--- config.mk ---
export PLATFORM = sky130hd
export DESIGN_NAME = ram_dma
export DESIGN_NICKNAME = d
export VERILOG_FILES = /design/src/rtl/ram_dma.sv
export SDC_FILE = /design/constraint.sdc
export NUM_CORES = 1
export LEC_CHECK = 0
export ABC_AREA = 1
export BUFFER_PORTS_ARGS = -buffer_cell sky130_fd_sc_hd__buf_2
export CAP_MARGIN = 20
export CORE_MARGIN = 2
export CORE_UTILIZATION = 56
export DETAILED_ROUTE_END_ITERATION = 16
export PLACE_DENSITY = 0.77
export SLEW_MARGIN = 10
export SYNTH_ARGS = -nofsm -noshare
export SYNTH_HDL_FRONTEND = slang
export SYNTH_SLANG_ARGS = --single-unit
--- constraint.sdc ---
create_clock -name Clock -period 2.1 [get_ports Clock]
set_clock_uncertainty 0.15 [all_clocks]
set_input_delay 0.42 -clock Clock [delete_from_list [all_inputs] [get_ports Clock]]
set_output_delay 0.42 -clock Clock [all_outputs]
set_load 0.03 [all_outputs]
--- src/rtl/ram_dma.sv ---
// Purpose : block-transfer initiator that owns a single-port synchronous RAM port (FILL / COPY / CHECK).
// Latency : FILL L+1 cycles, COPY 2L+1, CHECK L+2, zero length or reserved mode 1 cycle to Done_o.
// Backpr. : none; Start_i is ignored while Busy_o=1, and a Start in the DONE cycle chains with no idle cycle.
//
// Ports:
//   Clock, Reset (async active-low)
//   Start_i/Mode_i/SrcAddress_i/DstAddress_i/Length_i/Pattern_i : transfer request
//   Busy_o/Done_o/Error_o/ErrorAddress_o                        : status
//   RamReadEnable_o/RamWriteEnable_o/RamAddress_o/RamData_o/RamData_i : RAM master port
module ram_dma #(
    parameter int ADDRESS_WIDTH = 16,
    parameter int DATA_WIDTH    = 8
) (
    input  logic                     Clock,
    input  logic                     Reset,
    input  logic                     Start_i,
    input  logic [1:0]               Mode_i,
    input  logic [ADDRESS_WIDTH-1:0] SrcAddress_i,
    input  logic [ADDRESS_WIDTH-1:0] DstAddress_i,
    input  logic [ADDRESS_WIDTH:0]   Length_i,
    input  logic [DATA_WIDTH-1:0]    Pattern_i,
    output logic                     Busy_o,
    output logic                     Done_o,
    output logic                     Error_o,
    output logic [ADDRESS_WIDTH-1:0] ErrorAddress_o,
    output logic                     RamReadEnable_o,
    output logic                     RamWriteEnable_o,
    output logic [ADDRESS_WIDTH-1:0] RamAddress_o,
    output logic [DATA_WIDTH-1:0]    RamData_o,
    input  logic [DATA_WIDTH-1:0]    RamData_i
);

    typedef enum logic [2:0] {
        S_IDLE, S_FILL, S_COPY_RD, S_COPY_WR, S_CHECK_RD, S_CHECK_LAST, S_DONE
    } state_t;

    localparam logic [ADDRESS_WIDTH:0] LEN_ONE = (ADDRESS_WIDTH+1)'(1);

    state_t                   state_q, state_d;
    logic [ADDRESS_WIDTH-1:0] src_q, src_d;
    logic [ADDRESS_WIDTH-1:0] dst_q, dst_d;
    logic [ADDRESS_WIDTH:0]   len_q, len_d;
    logic [DATA_WIDTH-1:0]    pattern_q, pattern_d;
    logic                     err_q, err_d;
    logic [ADDRESS_WIDTH-1:0] err_addr_q, err_addr_d;
    // Read data returns one cycle after the read, so the address it came
    // from and a "compare this cycle" flag are carried one cycle behind.
    logic [ADDRESS_WIDTH-1:0] cmp_addr_q, cmp_addr_d;
    logic                     rd_pend_q, rd_pend_d;
    logic                     accept;

    assign accept = Start_i && (state_q == S_IDLE || state_q == S_DONE);

    // State register and datapath registers
    always_ff @(posedge Clock or negedge Reset) begin
        if (!Reset) begin
            state_q    <= S_IDLE;
            src_q      <= '0;
            dst_q      <= '0;
            len_q      <= '0;
            pattern_q  <= '0;
            err_q      <= 1'b0;
            err_addr_q <= '0;
            cmp_addr_q <= '0;
            rd_pend_q  <= 1'b0;
        end else begin
            state_q    <= state_d;
            src_q      <= src_d;
            dst_q      <= dst_d;
            len_q      <= len_d;
            pattern_q  <= pattern_d;
            err_q      <= err_d;
            err_addr_q <= err_addr_d;
            cmp_addr_q <= cmp_addr_d;
            rd_pend_q  <= rd_pend_d;
        end
    end

    // Next-state logic
    always_comb begin
        state_d = state_q;
        unique case (state_q)
            S_IDLE, S_DONE: begin
                state_d = S_IDLE;
                if (accept) begin
                    if (Mode_i == 2'd3 || Length_i == '0) begin
                        state_d = S_DONE;
                    end else begin
                        unique case (Mode_i)
                            2'd0:    state_d = S_FILL;
                            2'd1:    state_d = S_COPY_RD;
                            default: state_d = S_CHECK_RD;
                        endcase
                    end
                end
            end
            S_FILL:       if (len_q == LEN_ONE) state_d = S_DONE;
            S_COPY_RD:    state_d = S_COPY_WR;
            S_COPY_WR:    state_d = (len_q == LEN_ONE) ? S_DONE : S_COPY_RD;
            S_CHECK_RD:   if (len_q == LEN_ONE) state_d = S_CHECK_LAST;
            S_CHECK_LAST: state_d = S_DONE;
            default:      state_d = S_IDLE;
        endcase
    end

    // Datapath next-state: address/count stepping and CHECK compare
    always_comb begin
        src_d      = src_q;
        dst_d      = dst_q;
        len_d      = len_q;
        pattern_d  = pattern_q;
        err_d      = err_q;
        err_addr_d = err_addr_q;
        cmp_addr_d = src_q;
        rd_pend_d  = (state_q == S_CHECK_RD);
        if (accept) begin
            src_d      = SrcAddress_i;
            dst_d      = DstAddress_i;
            len_d      = Length_i;
            pattern_d  = Pattern_i;
            err_d      = (Mode_i == 2'd3);
            err_addr_d = '0;
        end else begin
            unique case (state_q)
                S_FILL: begin
                    dst_d = dst_q + 1'b1;
                    len_d = len_q - 1'b1;
                end
                S_COPY_WR: begin
                    src_d = src_q + 1'b1;
                    dst_d = dst_q + 1'b1;
                    len_d = len_q - 1'b1;
                end
                S_CHECK_RD: begin
                    src_d = src_q + 1'b1;
                    len_d = len_q - 1'b1;
                end
                default: ;
            endcase
            // Only the first mismatch is recorded; the scan still runs to the end.
            if (rd_pend_q && RamData_i != pattern_q && !err_q) begin
                err_d      = 1'b1;
                err_addr_d = cmp_addr_q;
            end
        end
    end

    // Output decode
    always_comb begin
        Busy_o           = 1'b0;
        Done_o           = 1'b0;
        RamReadEnable_o  = 1'b0;
        RamWriteEnable_o = 1'b0;
        RamAddress_o     = '0;
        RamData_o        = '0;
        unique case (state_q)
            S_FILL: begin
                Busy_o           = 1'b1;
                RamWriteEnable_o = 1'b1;
                RamAddress_o     = dst_q;
                RamData_o        = pattern_q;
            end
            S_COPY_RD: begin
                Busy_o          = 1'b1;
                RamReadEnable_o = 1'b1;
                RamAddress_o    = src_q;
            end
            S_COPY_WR: begin
                Busy_o           = 1'b1;
                RamWriteEnable_o = 1'b1;
                RamAddress_o     = dst_q;
                RamData_o        = RamData_i;
            end
            S_CHECK_RD: begin
                Busy_o          = 1'b1;
                RamReadEnable_o = 1'b1;
                RamAddress_o    = src_q;
            end
            S_CHECK_LAST: Busy_o = 1'b1;
            S_DONE:       Done_o = 1'b1;
            default: ;
        endcase
    end

    assign Error_o        = err_q;
    assign ErrorAddress_o = err_addr_q;

endmodule

Yosys cells after proc, flatten, opt, wreduce, memory -nomap -nowiden:

Cells that the tools add are included.

* register bits after elaboration: 94
* input port bits: 70
* logic and storage cells: 67

* add/subtract/negate cells: 3
* eq/ne operators: 12
* reductions and logical operators: 20
* multiplexer cells: 23

Operator list (count)
* $mux 16: 6
* $mux 17: 2
* $add 16x1->16 const B: 2
* $pmux 16 s2: 1
* $pmux 3 s6: 1
* $eq 17x1->1 const B: 1
* $logic_not 17->1: 1
* $sub 17x1->17 const B: 1
* $pmux 8 s2: 1
* $mux 3: 5
* $eq 3x3->1 const B: 3
* $ne 8x8->1: 1
* $reduce_bool 2->1: 4
* $reduce_or 2->1: 4
* $eq 3x2->1 const B: 2
* $mux 1: 6
* $pmux 3 s2: 1
* $reduce_or 5->1: 1
* $eq 3x1->1 const B: 1
* $logic_and 1x1->1: 3
* $logic_not 3->1: 1
* $reduce_or 3->1: 1
* $eq 2x1->1 const B: 1
* $eq 2x2->1 const B: 1
* other kinds (6): 7

Longest topological paths before layout:

Gate-level depths: netlist of the first run.

* depth after elaboration: 5
* gate-level depth with buffers: 12
* gate-level depth less buffers: 12

Least setup slack after synthesis of the first run:

Ideal clock, no wire load.

* path type: flip-flop to output port
* from: register state_q[0]
* to: output RamAddress_o[0]
* arrival: 2.345 ns
* stages on the path, launching flop included: 7
* setup slack: -0.815 ns
* path buffers: 1
* cells stage by stage: dfrtp_1 > inv_1 > nand2_2 > o21ai_0 > inv_1 > buf_2 > o22ai_1

* word-level cells in the longest chain between the ends: 3
* elaborated cells between the ends (all ways): 7

RTL lines
* start: declaration: RTL line 39 `state_t state_q, state_d;`
* start signal: assignment: RTL line 67 `state_q <= state_d;`
* $eq 3x3->1 (tied with other cells): RTL line 156 `unique case (state_q)`
* $reduce_or 2->1 (no line)
* $pmux 16 s2 (*): RTL line 156
* end: declaration: RTL line 28 `output logic [ADDRESS_WIDTH-1:0] RamAddress_o,`

Mark *: on every way between the ends. The rest lies on a longest branch, timed or not.

Worst setup path after layout of the first run:

* from: register state_q[0]
* to: output RamAddress_o[11]

The elaborated chain is that of the path after synthesis.

==> results of run 1 <==
through the flow:
stage	utilization	instance area, um2	TNS, ns
after floorplan	-	5650	0
after global placement	0.657	6390	0
after detailed placement	0.657	6390	-0.251
after CTS	0.705	6860	-2.91
after global routing	0.728	7080	-7.46
final	0.728	7080	-4.92
path summary, 6_finish.rpt:
kind | startpoint | end | slack (ns)
hold / removal | Pattern_i[1] | pattern_q[1] | 0.1
hold reg to reg | cmp_addr_d[11] | cmp_addr_q[11] | 0.29
setup reg to reg | state_q[0] | dst_q[12] | -0.05
max in group asynchronous | Reset | ErrorAddress_o[15] | 0.87
setup / recovery | state_q[0] | RamAddress_o[11] | -0.26
min in group asynchronous | Reset | pattern_q[4] | 0.34
where the power goes:
group / switching (uW) / total, uW / internal, uW
Sequential: 786 / 3460 / 2680
Combinational: 4540 / 7230 / 2690
Clock: 717 / 1180 / 462
cells in the final DEF, fill, tap and decap left out, drive strengths merged, types with 2 or more instances in the layout:
master / count
a21oi: 5
dfrtp: 94
nor3: 12
buf: 155
clkinvlp: 3
a22oi: 2
a31oi: 2
o22ai: 29
clkbuf: 9
nor2: 81
o21ai: 69
clkinv: 3
nand2: 221
o211ai: 9
inv: 97
nand4: 30
ha: 5
xnor2: 5
nand3: 64
or2: 7
xor2: 11
flip-flops by register name, summed over array words and instances, names as in the netlist:
name            flops
cmp_addr_d         16
cmp_addr_q         16
ErrorAddress_o     16
rd_pend_q           1
Error_o             1
len_q              17
dst_q              16
pattern_q           8
state_q             3
logic make-up (layout without fill, tap and decap cells):
family                     Yosys count  after routing  synth area share
adders and majority gates            5              5            0.0112
buffers and inverters              124            268            0.0983
xor gates and xnor gates            16             16            0.0251
AOI/OAI and AO/OA                  120            120             0.124
and+or+nand+nor                    414            416             0.319
DFF                                 94             94             0.422
worst register-to-register path, delay by kind of cell (launching register included):
kind	cells	cell delay (ns)
and+or+nand+nor	4	0.63
buffers and inverters	3	0.38
DFF	1	0.47
AOI/OAI and AO/OA	3	0.46
final cells by class:
| cell class | count | area, um2 | area share |
|---|---|---|---|
| Inverter | 96 | 375 | 0.0530 |
| Timing Repair Buffer | 156 | 1100 | 0.156 |
| Multi-Input combinational cell | 557 | 2890 | 0.408 |
| Sequential cell | 94 | 2350 | 0.333 |
| Clock buffer | 9 | 124 | 0.0175 |
| Tap cell | 133 | 166 | 0.0235 |
| Clock inverter | 7 | 67.6 | 0.00954 |
routing by layer:
| metal | track usage | share of wire |
|---|---|---|
| met1 | 0.389 | 0.41 |
| met2 | 0.480 | 0.48 |
| met3 | 0.0415 | 0.087 |
| met4 | 0.0869 | 0.020 |
| met5 | 0 | 0 |
timing repair:
item	4_1_cts	5_1_grt
gates resized for setup	57	31
buffers inserted	12	10
hold buffers	1	0
endpoints found under the setup margin	25	64
endpoints found under the hold margin	21	0
cloned	0	2
pin swaps	2	5
==> impl_metrics.prom, run 1 <==
# TYPE chip_impl_metric gauge
chip_impl_metric{name="grt_max_degree",unit=""} 46
chip_impl_metric{name="globalRoute.totalOverflow",unit=""} 0
chip_impl_info{name="cell_type_group_with_the_largest_total_delay_on_the_critical_path",value="buffers and inverters"} 1
chip_impl_metric{name="drive_above_1_share",unit=""} 0.239
chip_impl_metric{name="holdWs",unit="ns"} 0.0987
chip_impl_metric{name="critPathBufInv",unit=""} 4
chip_impl_metric{name="hold-path-cell-count",unit=""} 3
chip_impl_metric{name="antenna_violating_nets_post_route",unit=""} 0
chip_impl_metric{name="maxClockFrequency",unit="MHz"} 424
chip_impl_metric{name="ys_seq_elements",unit=""} 94
chip_impl_metric{name="hpwlAfterDp",unit="mm"} 11.0
chip_impl_metric{name="clock_tree.buffer_depth",unit=""} 2
chip_impl_metric{name="share_of_the_cycle_needed_by_the_critical_path_after_routing",unit=""} 1.12
chip_impl_metric{name="floorplan.initialDensity",unit=""} 0.573
chip_impl_metric{name="worst_slew_pin_slew",unit="ns"} 0.470
chip_impl_metric{name="drv_cap",unit=""} 0
chip_impl_info{name="worstHoldPathType",value="in2reg"} 1
chip_impl_metric{name="synthArstFlopShare",unit=""} 1.00
chip_impl_info{name="failing_checks",value="negative setup slack"} 1
chip_impl_metric{name="placement.setup.worst_slack",unit="ns"} -0.0392
chip_impl_metric{name="post_drt_wl_per_cell",unit="um"} 15.5
chip_impl_info{name="critical_path.cell_chain",value="inv_1 -> nand2_2 -> o21ai_4 -> clkinvlp_4 -> buf_6 -> o22ai_1 -> buf_4"} 1
chip_impl_metric{name="timing.reg2reg.worst_path_depth",unit=""} 10
chip_impl_metric{name="path_clk_slew",unit="ns"} 0.10
chip_impl_info{name="sort_of_element_at_the_start_of_the_critical_path",value="flip-flop"} 1
chip_impl_info{name="synth_common_cells",value="214 x nand2_1, 94 x dfrtp_1, 93 x inv_1"} 1
chip_impl_metric{name="power.ir.vdd_worst",unit="mV"} 1.24
chip_impl_metric{name="drc",unit=""} 0
chip_impl_metric{name="cpPeakStageDelay",unit="ns"} 0.47
chip_impl_metric{name="drt_wl_total",unit="mm"} 16.3
chip_impl_info{name="cpMaxStageDelayCell",value="dfrtp_1"} 1
chip_impl_metric{name="critical_path.max_fanout",unit=""} 9
chip_impl_metric{name="finalMaxSlewViolations",unit=""} 0
chip_impl_metric{name="clock_latency",unit="ns"} 0.37
chip_impl_metric{name="hold_viol_final",unit=""} 0
chip_impl_metric{name="cp.depth",unit=""} 7
chip_impl_metric{name="design_power_total",unit="uW"} 11900
chip_impl_metric{name="io-pin-count",unit=""} 115
chip_impl_info{name="grt_setup_unrepaired",value="true"} 1
chip_impl_metric{name="grt_usage",unit=""} 0.287
chip_impl_metric{name="rows",unit=""} 36
chip_impl_metric{name="floorplan.die_area",unit="mm2"} 0.0108
chip_impl_metric{name="finalNonFillerCells",unit=""} 1052
chip_impl_metric{name="synth_nets",unit=""} 848
chip_impl_info{name="synth_most_common_cell",value="nand2_1"} 1
chip_impl_metric{name="yosys_warnings",unit=""} 0
chip_impl_metric{name="seq_area_frac_synth",unit=""} 0.422
chip_impl_metric{name="cp.arrival",unit="ns"} 1.79
chip_impl_metric{name="post_synth_instance_area",unit="mm2"} 0.00557
chip_impl_info{name="outcome",value="complete, but fails checks"} 1
chip_impl_metric{name="power_density",unit="mW/mm2"} 1680
chip_impl_metric{name="die_width",unit="um"} 104
chip_impl_metric{name="synth_cell_type_count",unit=""} 35
chip_impl_metric{name="route.detailed.vias_per_inst",unit=""} 5.65
chip_impl_metric{name="yosys.area.top_type_share",unit=""} 0.422
chip_impl_metric{name="place.port_buffers",unit=""} 114
chip_impl_metric{name="synthesized_area_per_cell",unit="um2"} 7.21
chip_impl_metric{name="cts_num_sinks",unit=""} 94
chip_impl_metric{name="final-setup-viol-count",unit=""} 34
chip_impl_info{name="cts_tree",value="done"} 1
chip_impl_metric{name="fin_ws",unit="ns"} -0.257
chip_impl_info{name="critPathCaptureType",value="output port"} 1
chip_impl_metric{name="number_of_flops_mapped_to_enable_cells_by_yosys",unit=""} 0
chip_impl_metric{name="dr.first_iter.drc_count",unit=""} 502
chip_impl_metric{name="syn-instance-count",unit=""} 773
chip_impl_metric{name="grt_antenna_before_repair",unit=""} 0
chip_impl_metric{name="grt_pass1_wl",unit="mm"} 25.4
chip_impl_metric{name="coreArea",unit="mm2"} 0.00973
chip_impl_metric{name="dp.cells",unit=""} 1011
chip_impl_metric{name="drtPass1Iterations",unit=""} 5
chip_impl_metric{name="final_replace_weighted_congestion",unit=""} 0.897
chip_impl_metric{name="filler_cell_count",unit=""} 790
chip_impl_info{name="synth_top_flop_cell",value="dfrtp_1"} 1
chip_impl_metric{name="antenna_cells_inserted",unit=""} 0
chip_impl_metric{name="grt_pass1_vias",unit=""} 5398
chip_impl_metric{name="post_route_minimum_period",unit="ns"} 2.36
chip_impl_info{name="synth_largest_area_cell",value="dfrtp_1"} 1
chip_impl_info{name="clk_root_buffer_cell",value="clkbuf_8"} 1
chip_impl_metric{name="number_of_buffers_added_by_the_clock_tree_synthesis_step",unit=""} 9
chip_impl_metric{name="via_total_after_detailed_routing",unit=""} 5942
chip_impl_metric{name="layout.nets",unit=""} 989
chip_impl_metric{name="static_leakage_power",unit="uW"} 0.00369
chip_impl_metric{name="timing.max_slew.rel_slack",unit=""} 0.684
chip_impl_info{name="synth_area_leaders",value="dfrtp_1 42%, nand2_1 14%, inv_1 6.3%"} 1
chip_impl_metric{name="areaGrowthSynthToFinish",unit="%"} 27.0
chip_impl_info{name="worstSetupPathType",value="reg2out"} 1
chip_impl_metric{name="cts_max_level",unit=""} 3
chip_impl_metric{name="die_h",unit="um"} 104
chip_impl_metric{name="timing.critical_path.required",unit="ns"} 1.53
Note: power is estimated with default switching activity, not from simulation.
==> inputs of run 2 (changes only) <==
CTS_CLUSTER_DIAMETER = 60   (was not set)
TNS_END_PERCENT = 30   (was not set)
==> run 2 against run 1 <==
The flow still finishes with violations (negative setup slack). Worst setup slack better by 0.024 ns. Sequential share of layout area is 0.71 points higher. Non-clock buffer count decreased by 8. Global-route usage is 0.41 points lower. Cell count fell by 0.86%. Register-to-register slack better by 0.02 ns. Combinational power shrank 4.7%. Clock-buffer cell count is the same. Design area shrank 2.1%. Largest power group unchanged. Highest routed layer unchanged.
==> impl_metrics.prom, run 2 (synthesis gave the netlist of run 1 again) <==
# TYPE chip_impl_metric gauge
chip_impl_metric{name="drt_wl_total",unit="mm"} 15.6
chip_impl_info{name="most_flop_heavy_register",value="len_q"} 1
chip_impl_metric{name="globalRoute.totalOverflow",unit=""} 0
chip_impl_info{name="worstSetupPathType",value="reg2out"} 1
chip_impl_info{name="cpMaxStageDelayCell",value="dfrtp_1"} 1
chip_impl_metric{name="drtPass1Iterations",unit=""} 5
chip_impl_metric{name="route.detailed.vias_per_inst",unit=""} 5.61
chip_impl_metric{name="seq_power_share",unit=""} 0.300
chip_impl_metric{name="placement.cell_area",unit="mm2"} 0.00639
chip_impl_metric{name="layout.nets",unit=""} 980
chip_impl_metric{name="antenna_cells_inserted",unit=""} 0
chip_impl_metric{name="floorplan.die_area",unit="mm2"} 0.0108
chip_impl_metric{name="critical_path.max_fanout",unit=""} 9
chip_impl_metric{name="path_clk_slew",unit="ns"} 0.10
chip_impl_metric{name="largest_register_ff_count",unit=""} 17
chip_impl_metric{name="post_drt_wl_per_cell",unit="um"} 15.0
chip_impl_metric{name="timing.critical_path.required",unit="ns"} 1.53
chip_impl_metric{name="p_int",unit="uW"} 5660
chip_impl_info{name="critPathCaptureType",value="output port"} 1
chip_impl_metric{name="drc",unit=""} 0
chip_impl_info{name="worstReg2RegEnd",value="dst_q[12]"} 1
chip_impl_metric{name="rows",unit=""} 36
chip_impl_metric{name="fin_ws",unit="ns"} -0.233
chip_impl_metric{name="place.port_buffers",unit=""} 114
chip_impl_info{name="outcome",value="complete, but fails checks"} 1
chip_impl_metric{name="grt_max_degree",unit=""} 46
chip_impl_metric{name="cts_num_sinks",unit=""} 94
chip_impl_info{name="clk_root_buffer_cell",value="clkbuf_8"} 1
chip_impl_metric{name="post_route_minimum_period",unit="ns"} 2.33
chip_impl_metric{name="final_replace_weighted_congestion",unit=""} 0.897
chip_impl_metric{name="maxClockFrequency",unit="MHz"} 429
chip_impl_metric{name="clock_power_share",unit=""} 0.102
chip_impl_metric{name="grt_pass1_vias",unit=""} 5342
chip_impl_info{name="final_common_cell",value="nand2_1"} 1
chip_impl_metric{name="io-pin-count",unit=""} 115
chip_impl_info{name="failing_checks",value="negative setup slack"} 1
chip_impl_metric{name="drv_cap",unit=""} 0
chip_impl_metric{name="clock_latency",unit="ns"} 0.37
chip_impl_metric{name="final_area",unit="mm2"} 0.00693
chip_impl_metric{name="die_width",unit="um"} 104
chip_impl_info{name="worstHoldPathType",value="in2reg"} 1
chip_impl_metric{name="power.ir.vdd_worst",unit="mV"} 1.23
chip_impl_metric{name="hold-path-cell-count",unit=""} 3
chip_impl_metric{name="floorplan.initialDensity",unit=""} 0.573
chip_impl_metric{name="areaGrowthSynthToFinish",unit="%"} 24.4
chip_impl_metric{name="worst_slew_pin_slew",unit="ns"} 0.466
chip_impl_metric{name="hpwlAfterDp",unit="mm"} 11.0
chip_impl_metric{name="via_total_after_detailed_routing",unit=""} 5856
chip_impl_metric{name="power_density",unit="mW/mm2"} 1660
chip_impl_info{name="sort_of_element_at_the_start_of_the_critical_path",value="flip-flop"} 1
chip_impl_info{name="reg2reg_from",value="state_q[0]"} 1
chip_impl_metric{name="timing.max_slew.rel_slack",unit=""} 0.687
chip_impl_metric{name="timing.reg2reg.worst_path_depth",unit=""} 10
chip_impl_metric{name="grt_usage",unit=""} 0.282
chip_impl_metric{name="multi_input_gate_area",unit="mm2"} 0.00283
chip_impl_metric{name="netSwitchingPower",unit="uW"} 5850
chip_impl_info{name="grt_setup_unrepaired",value="true"} 1
chip_impl_metric{name="antenna_violating_nets_post_route",unit=""} 0
chip_impl_info{name="terminating_pin_of_the_worst_hold_path",value="pattern_q[7]"} 1
chip_impl_metric{name="share_of_the_cycle_needed_by_the_critical_path_after_routing",unit=""} 1.11
chip_impl_metric{name="cp.arrival",unit="ns"} 1.76
chip_impl_metric{name="setup_total_negative_slack",unit="ns"} -3.66
chip_impl_metric{name="hold_viol_final",unit=""} 0
chip_impl_info{name="critical_path.cell_chain",value="nor2_2 -> nand2_2 -> o21ai_4 -> clkinvlp_4 -> buf_6 -> o22ai_1 -> buf_4"} 1
chip_impl_metric{name="reg2reg_slack",unit="ns"} -0.03
chip_impl_metric{name="coreArea",unit="mm2"} 0.00973
chip_impl_metric{name="die_h",unit="um"} 104
chip_impl_metric{name="combPwrFrac",unit=""} 0.598
chip_impl_metric{name="filler_cell_count",unit=""} 823
chip_impl_metric{name="cts_max_level",unit=""} 3
chip_impl_metric{name="layout.core_utilization",unit=""} 0.712
chip_impl_info{name="cts_tree",value="done"} 1
chip_impl_metric{name="grt_pass1_wl",unit="mm"} 25.0
chip_impl_metric{name="drive_above_1_share",unit=""} 0.226
chip_impl_metric{name="cpPeakStageDelay",unit="ns"} 0.45
chip_impl_metric{name="grt_antenna_before_repair",unit=""} 0
chip_impl_metric{name="finalMaxSlewViolations",unit=""} 0
chip_impl_info{name="mostFrequentLayoutCells",value="212 x nand2_1, 92 x dfrtp_1, 90 x inv_1"} 1
chip_impl_metric{name="final-setup-viol-count",unit=""} 25
chip_impl_info{name="startpoint",value="state_q[0]"} 1
chip_impl_metric{name="number_of_buffers_added_by_the_clock_tree_synthesis_step",unit=""} 9
chip_impl_metric{name="static_leakage_power",unit="uW"} 0.00363
chip_impl_metric{name="dr.first_iter.drc_count",unit=""} 478
chip_impl_metric{name="clock_tree.buffer_depth",unit=""} 2
chip_impl_metric{name="swShare",unit=""} 0.508
chip_impl_metric{name="ff_latch_area",unit="mm2"} 0.00235
chip_impl_info{name="hold_path.startpoint",value="Pattern_i[7]"} 1
## run 2: changes by cell type in the layout (fill, tap and decap cells not counted), sizes merged
cell	before	now
buf	155	147
nand2	221	220
inv	97	98
clkinvlp	3	2
## run 2: power groups by stage
stage          combinational (uW)  sequential, uW  clock (uW)
6_report                     6890            3450        1170
5_1_grt                      7520            3570        1260
4_1_cts                      6500            3410        1180
3_5_place_dp                 5990            3440           0
3_3_place_gp                 5850            3400           0
2_1_floorplan                4340            3530           0
## run 2: timing repair
item / 4_1_cts / 5_1_grt
endpoints found under the setup margin: 25 / 58
gates resized for setup: 53 / 18
hold buffers: 1 / 0
pin swaps: 1 / 3
hold endpoints to repair: 21 / 0
gates cloned: 0 / 1
buffers inserted: 7 / 7
## run 2: metal layers
metal	part of all wire	global-route usage
met5	0	0
met4	0.020	0.0927
met3	0.081	0.0384
met2	0.47	0.467
met1	0.42	0.387
## run 2: cell type report
cell class                 count  share of cell area
multi-input combinational    556               0.408
sequential                    94               0.340
timing repair buffer         148               0.147
inverter                      96              0.0529
tap                          133              0.0240
clock buffer                   9              0.0179
clock inverter                 7             0.00975
## run 2: worst max path at each step
stage	endpoint	slack, ns
3_3_place_gp	RamAddress_o[11]	0.05
4_1_cts	RamAddress_o[13]	-0.20
5_1_grt	RamAddress_o[6]	-0.29
3_5_place_dp	RamAddress_o[3]	-0.04
2_1_floorplan	RamAddress_o[0]	0.01
6_report	RamAddress_o[11]	-0.23
## run 2: critical path: cells and delay by family, from the launching register on
family,cells,cell delay [ns]
simple gates,2,0.26
compound gates,2,0.20
flops,1,0.45
buf+inv,3,0.48
## run 2: metrics by stage
step | instances | power, uW | hold WS [ns] | setup slack (ns)
2_1_floorplan | 773 | 7880 | -0.0256 | 0.0119
3_3_place_gp | 1011 | 9250 | 0.206 | 0.0547
3_5_place_dp | 1011 | 9430 | 0.204 | -0.0392
4_1_cts | 1035 | 11100 | 0.0963 | -0.196
5_1_grt | 1043 | 12300 | 0.101 | -0.291
6_report | 1043 | 11500 | 0.0978 | -0.233
==> inputs of run 3 (changes only) <==
CTS_CLUSTER_SIZE = 20   (was not set)
PLACE_DENSITY = 0.87   (was 0.77)
==> run 3 against run 2 <==
The flow still finishes with violations (negative setup slack). Power is 6.2% higher. Non-clock buffer count increased by 6. Hold slack barely moved. Sequential share of layout area shrank 1.2 points. Clock-buffer cell count stayed put.
==> impl_metrics.prom, run 3 (synthesis gave the netlist of run 1 again) <==
# TYPE chip_impl_metric gauge
chip_impl_metric{name="share_of_the_cycle_needed_by_the_critical_path_after_routing",unit=""} 1.15
chip_impl_metric{name="dr.first_iter.drc_count",unit=""} 712
chip_impl_metric{name="finalMaxSlewViolations",unit=""} 0
chip_impl_metric{name="worst_slew_pin_slew",unit="ns"} 0.434
chip_impl_metric{name="global_route.usage.met3",unit=""} 0.0491
chip_impl_metric{name="multi_input_gate_area",unit="mm2"} 0.00296
chip_impl_metric{name="rows",unit=""} 36
chip_impl_metric{name="path_clk_slew",unit="ns"} 0.10
chip_impl_metric{name="filler_cell_count",unit=""} 730
chip_impl_info{name="cts_tree",value="done"} 1
chip_impl_metric{name="drc",unit=""} 0
chip_impl_metric{name="grt_pass1_wl",unit="mm"} 25.8
chip_impl_metric{name="final_replace_weighted_congestion",unit=""} 1.00
chip_impl_metric{name="reg2reg_slack",unit="ns"} 0.02
chip_impl_metric{name="drt_wl_total",unit="mm"} 16.3
chip_impl_metric{name="post_route_minimum_period",unit="ns"} 2.41
chip_impl_metric{name="die_width",unit="um"} 104
chip_impl_info{name="mostFrequentLayoutCells",value="212 x nand2_1, 91 x dfrtp_1, 87 x inv_1, 87 x buf_2, 78 x nor2_1"} 1
chip_impl_metric{name="clock_tree.buffer_depth",unit=""} 2
chip_impl_metric{name="grt_usage",unit=""} 0.293
chip_impl_metric{name="critical_path.max_fanout",unit=""} 7
chip_impl_metric{name="setup_total_negative_slack",unit="ns"} -5.75
chip_impl_info{name="failing_checks",value="negative setup slack"} 1
chip_impl_metric{name="drtPass1Iterations",unit=""} 5
chip_impl_info{name="clk_root_buffer_cell",value="clkbuf_8"} 1
chip_impl_metric{name="timing.max_slew.rel_slack",unit=""} 0.709
chip_impl_metric{name="floorplan.initialDensity",unit=""} 0.573
chip_impl_metric{name="fin_ws",unit="ns"} -0.308
chip_impl_metric{name="hpwlAfterDp",unit="mm"} 11.0
chip_impl_metric{name="grt_util_met2",unit=""} 0.459
chip_impl_metric{name="route.detailed.vias_per_inst",unit=""} 5.70
chip_impl_metric{name="drive_above_1_share",unit=""} 0.243
chip_impl_info{name="grt.busiest_layer",value="met2"} 1
chip_impl_metric{name="number_of_buffers_added_by_the_clock_tree_synthesis_step",unit=""} 9
chip_impl_metric{name="io-pin-count",unit=""} 115
chip_impl_metric{name="cp.arrival",unit="ns"} 1.84
chip_impl_metric{name="grt_pass1_vias",unit=""} 5461
chip_impl_metric{name="maxClockFrequency",unit="MHz"} 415
chip_impl_info{name="hold_path.startpoint",value="Pattern_i[4]"} 1
chip_impl_metric{name="met1_layer_usage_reported_by_global_route",unit=""} 0.405
chip_impl_metric{name="grt_antenna_before_repair",unit=""} 0
chip_impl_metric{name="cts_num_sinks",unit=""} 94
chip_impl_metric{name="drv_cap",unit=""} 0
chip_impl_metric{name="globalRoute.totalOverflow",unit=""} 0
chip_impl_metric{name="layout.nets",unit=""} 986
chip_impl_info{name="reg2reg_from",value="state_q[0]"} 1
chip_impl_metric{name="power_density",unit="mW/mm2"} 1700
chip_impl_info{name="worstHoldPathType",value="in2reg"} 1
chip_impl_metric{name="coreArea",unit="mm2"} 0.00973
chip_impl_info{name="critPathCaptureType",value="output port"} 1
chip_impl_metric{name="place.port_buffers",unit=""} 114
chip_impl_info{name="worstSetupPathType",value="reg2out"} 1
chip_impl_metric{name="antenna_violating_nets_post_route",unit=""} 0
chip_impl_metric{name="design_power_total",unit="uW"} 12200
chip_impl_metric{name="final-setup-viol-count",unit=""} 27
chip_impl_info{name="startpoint",value="state_q[0]"} 1
chip_impl_info{name="grt_setup_unrepaired",value="true"} 1
chip_impl_metric{name="hold_viol_final",unit=""} 0
chip_impl_info{name="most_flop_heavy_register",value="len_q"} 1
chip_impl_metric{name="grt_max_degree",unit=""} 43
chip_impl_info{name="final_common_cell",value="nand2_1"} 1
chip_impl_metric{name="largest_register_ff_count",unit=""} 17
chip_impl_info{name="outcome",value="complete, but fails checks"} 1
chip_impl_metric{name="timing.critical_path.required",unit="ns"} 1.53
chip_impl_metric{name="floorplan.die_area",unit="mm2"} 0.0108
chip_impl_metric{name="post_drt_wl_per_cell",unit="um"} 15.6
chip_impl_metric{name="power.ir.vdd_worst",unit="mV"} 1.08
chip_impl_metric{name="die_h",unit="um"} 104
chip_impl_metric{name="static_leakage_power",unit="uW"} 0.00369
chip_impl_metric{name="areaGrowthSynthToFinish",unit="%"} 29.0
chip_impl_info{name="sort_of_element_at_the_start_of_the_critical_path",value="flip-flop"} 1
chip_impl_metric{name="ff_latch_area",unit="mm2"} 0.00236
chip_impl_metric{name="antenna_cells_inserted",unit=""} 0
chip_impl_metric{name="cts_max_level",unit=""} 3
chip_impl_metric{name="via_total_after_detailed_routing",unit=""} 5984
chip_impl_metric{name="clock_latency",unit="ns"} 0.38
## run 3: final cells by class
cell class / instances / area share
tap: 133 / 0.0232
clock buffer: 9 / 0.0172
inverter: 96 / 0.0519
timing repair buffer: 154 / 0.157
clock inverter: 7 / 0.0108
sequential: 94 / 0.328
multi-input combinational: 556 / 0.412
## run 3: per-layer routing
layer  share of wire  up-vias  wire length [um]
met3           0.095       55              1550
met1            0.41     2768              6670
met2            0.46      358              7530
met5               0        -                 0
li1                -     2803                 -
met4           0.034        0               562
## run 3: what timing repair did
| item | CTS | global route |
|---|---|---|
| pin swaps | 1 | 5 |
| gates resized for setup | 62 | 49 |
| setup endpoints to repair | 25 | 84 |
| gates cloned | 0 | 1 |
| hold buffers | 1 | 0 |
| hold endpoints to repair | 21 | 0 |
| buffers inserted | 8 | 7 |
## run 3: worst paths after layout
kind | cells past startpoint | end
max in group asynchronous | 3 | cmp_addr_q[13]
hold / removal | 3 | pattern_q[4]
setup reg to reg | 10 | cmp_addr_d[15]
hold reg to reg | 0 | cmp_addr_q[14]
setup / recovery | 7 | RamAddress_o[3]
min in group asynchronous | 2 | len_q[10]
## run 3: worst max-delay path, stage by stage (launching register included)
cell and delay, ns:
dfrtp_2 0.46, inv_2 0.09, nand2_4 0.06, o21ai_4 0.21, clkinvlp_4 0.19, buf_8 0.18
o22ai_4 0.12, buf_6 0.16
## run 3: per-stage QoR
stage / instances / utilization / worst slack (ns) / hold slack [ns] / cell area [um2]
final: 1049 / 0.739 / -0.308 / 0.0980 / 7190
after global placement: 1016 / 0.661 / 0.0376 / 0.208 / 6430
after detailed placement: 1016 / 0.661 / -0.0811 / 0.213 / 6430
after CTS: 1041 / 0.711 / -0.199 / 0.0929 / 6920
after floorplan: 773 / - / 0.0119 / -0.0256 / 5650
after global routing: 1049 / 0.739 / -0.353 / 0.114 / 7190
## run 3: power by group
group | switching (uW) | internal, uW | total [uW]
Clock | 761 | 476 | 1240
Sequential | 800 | 2680 | 3480
Combinational | 4700 | 2810 | 7510
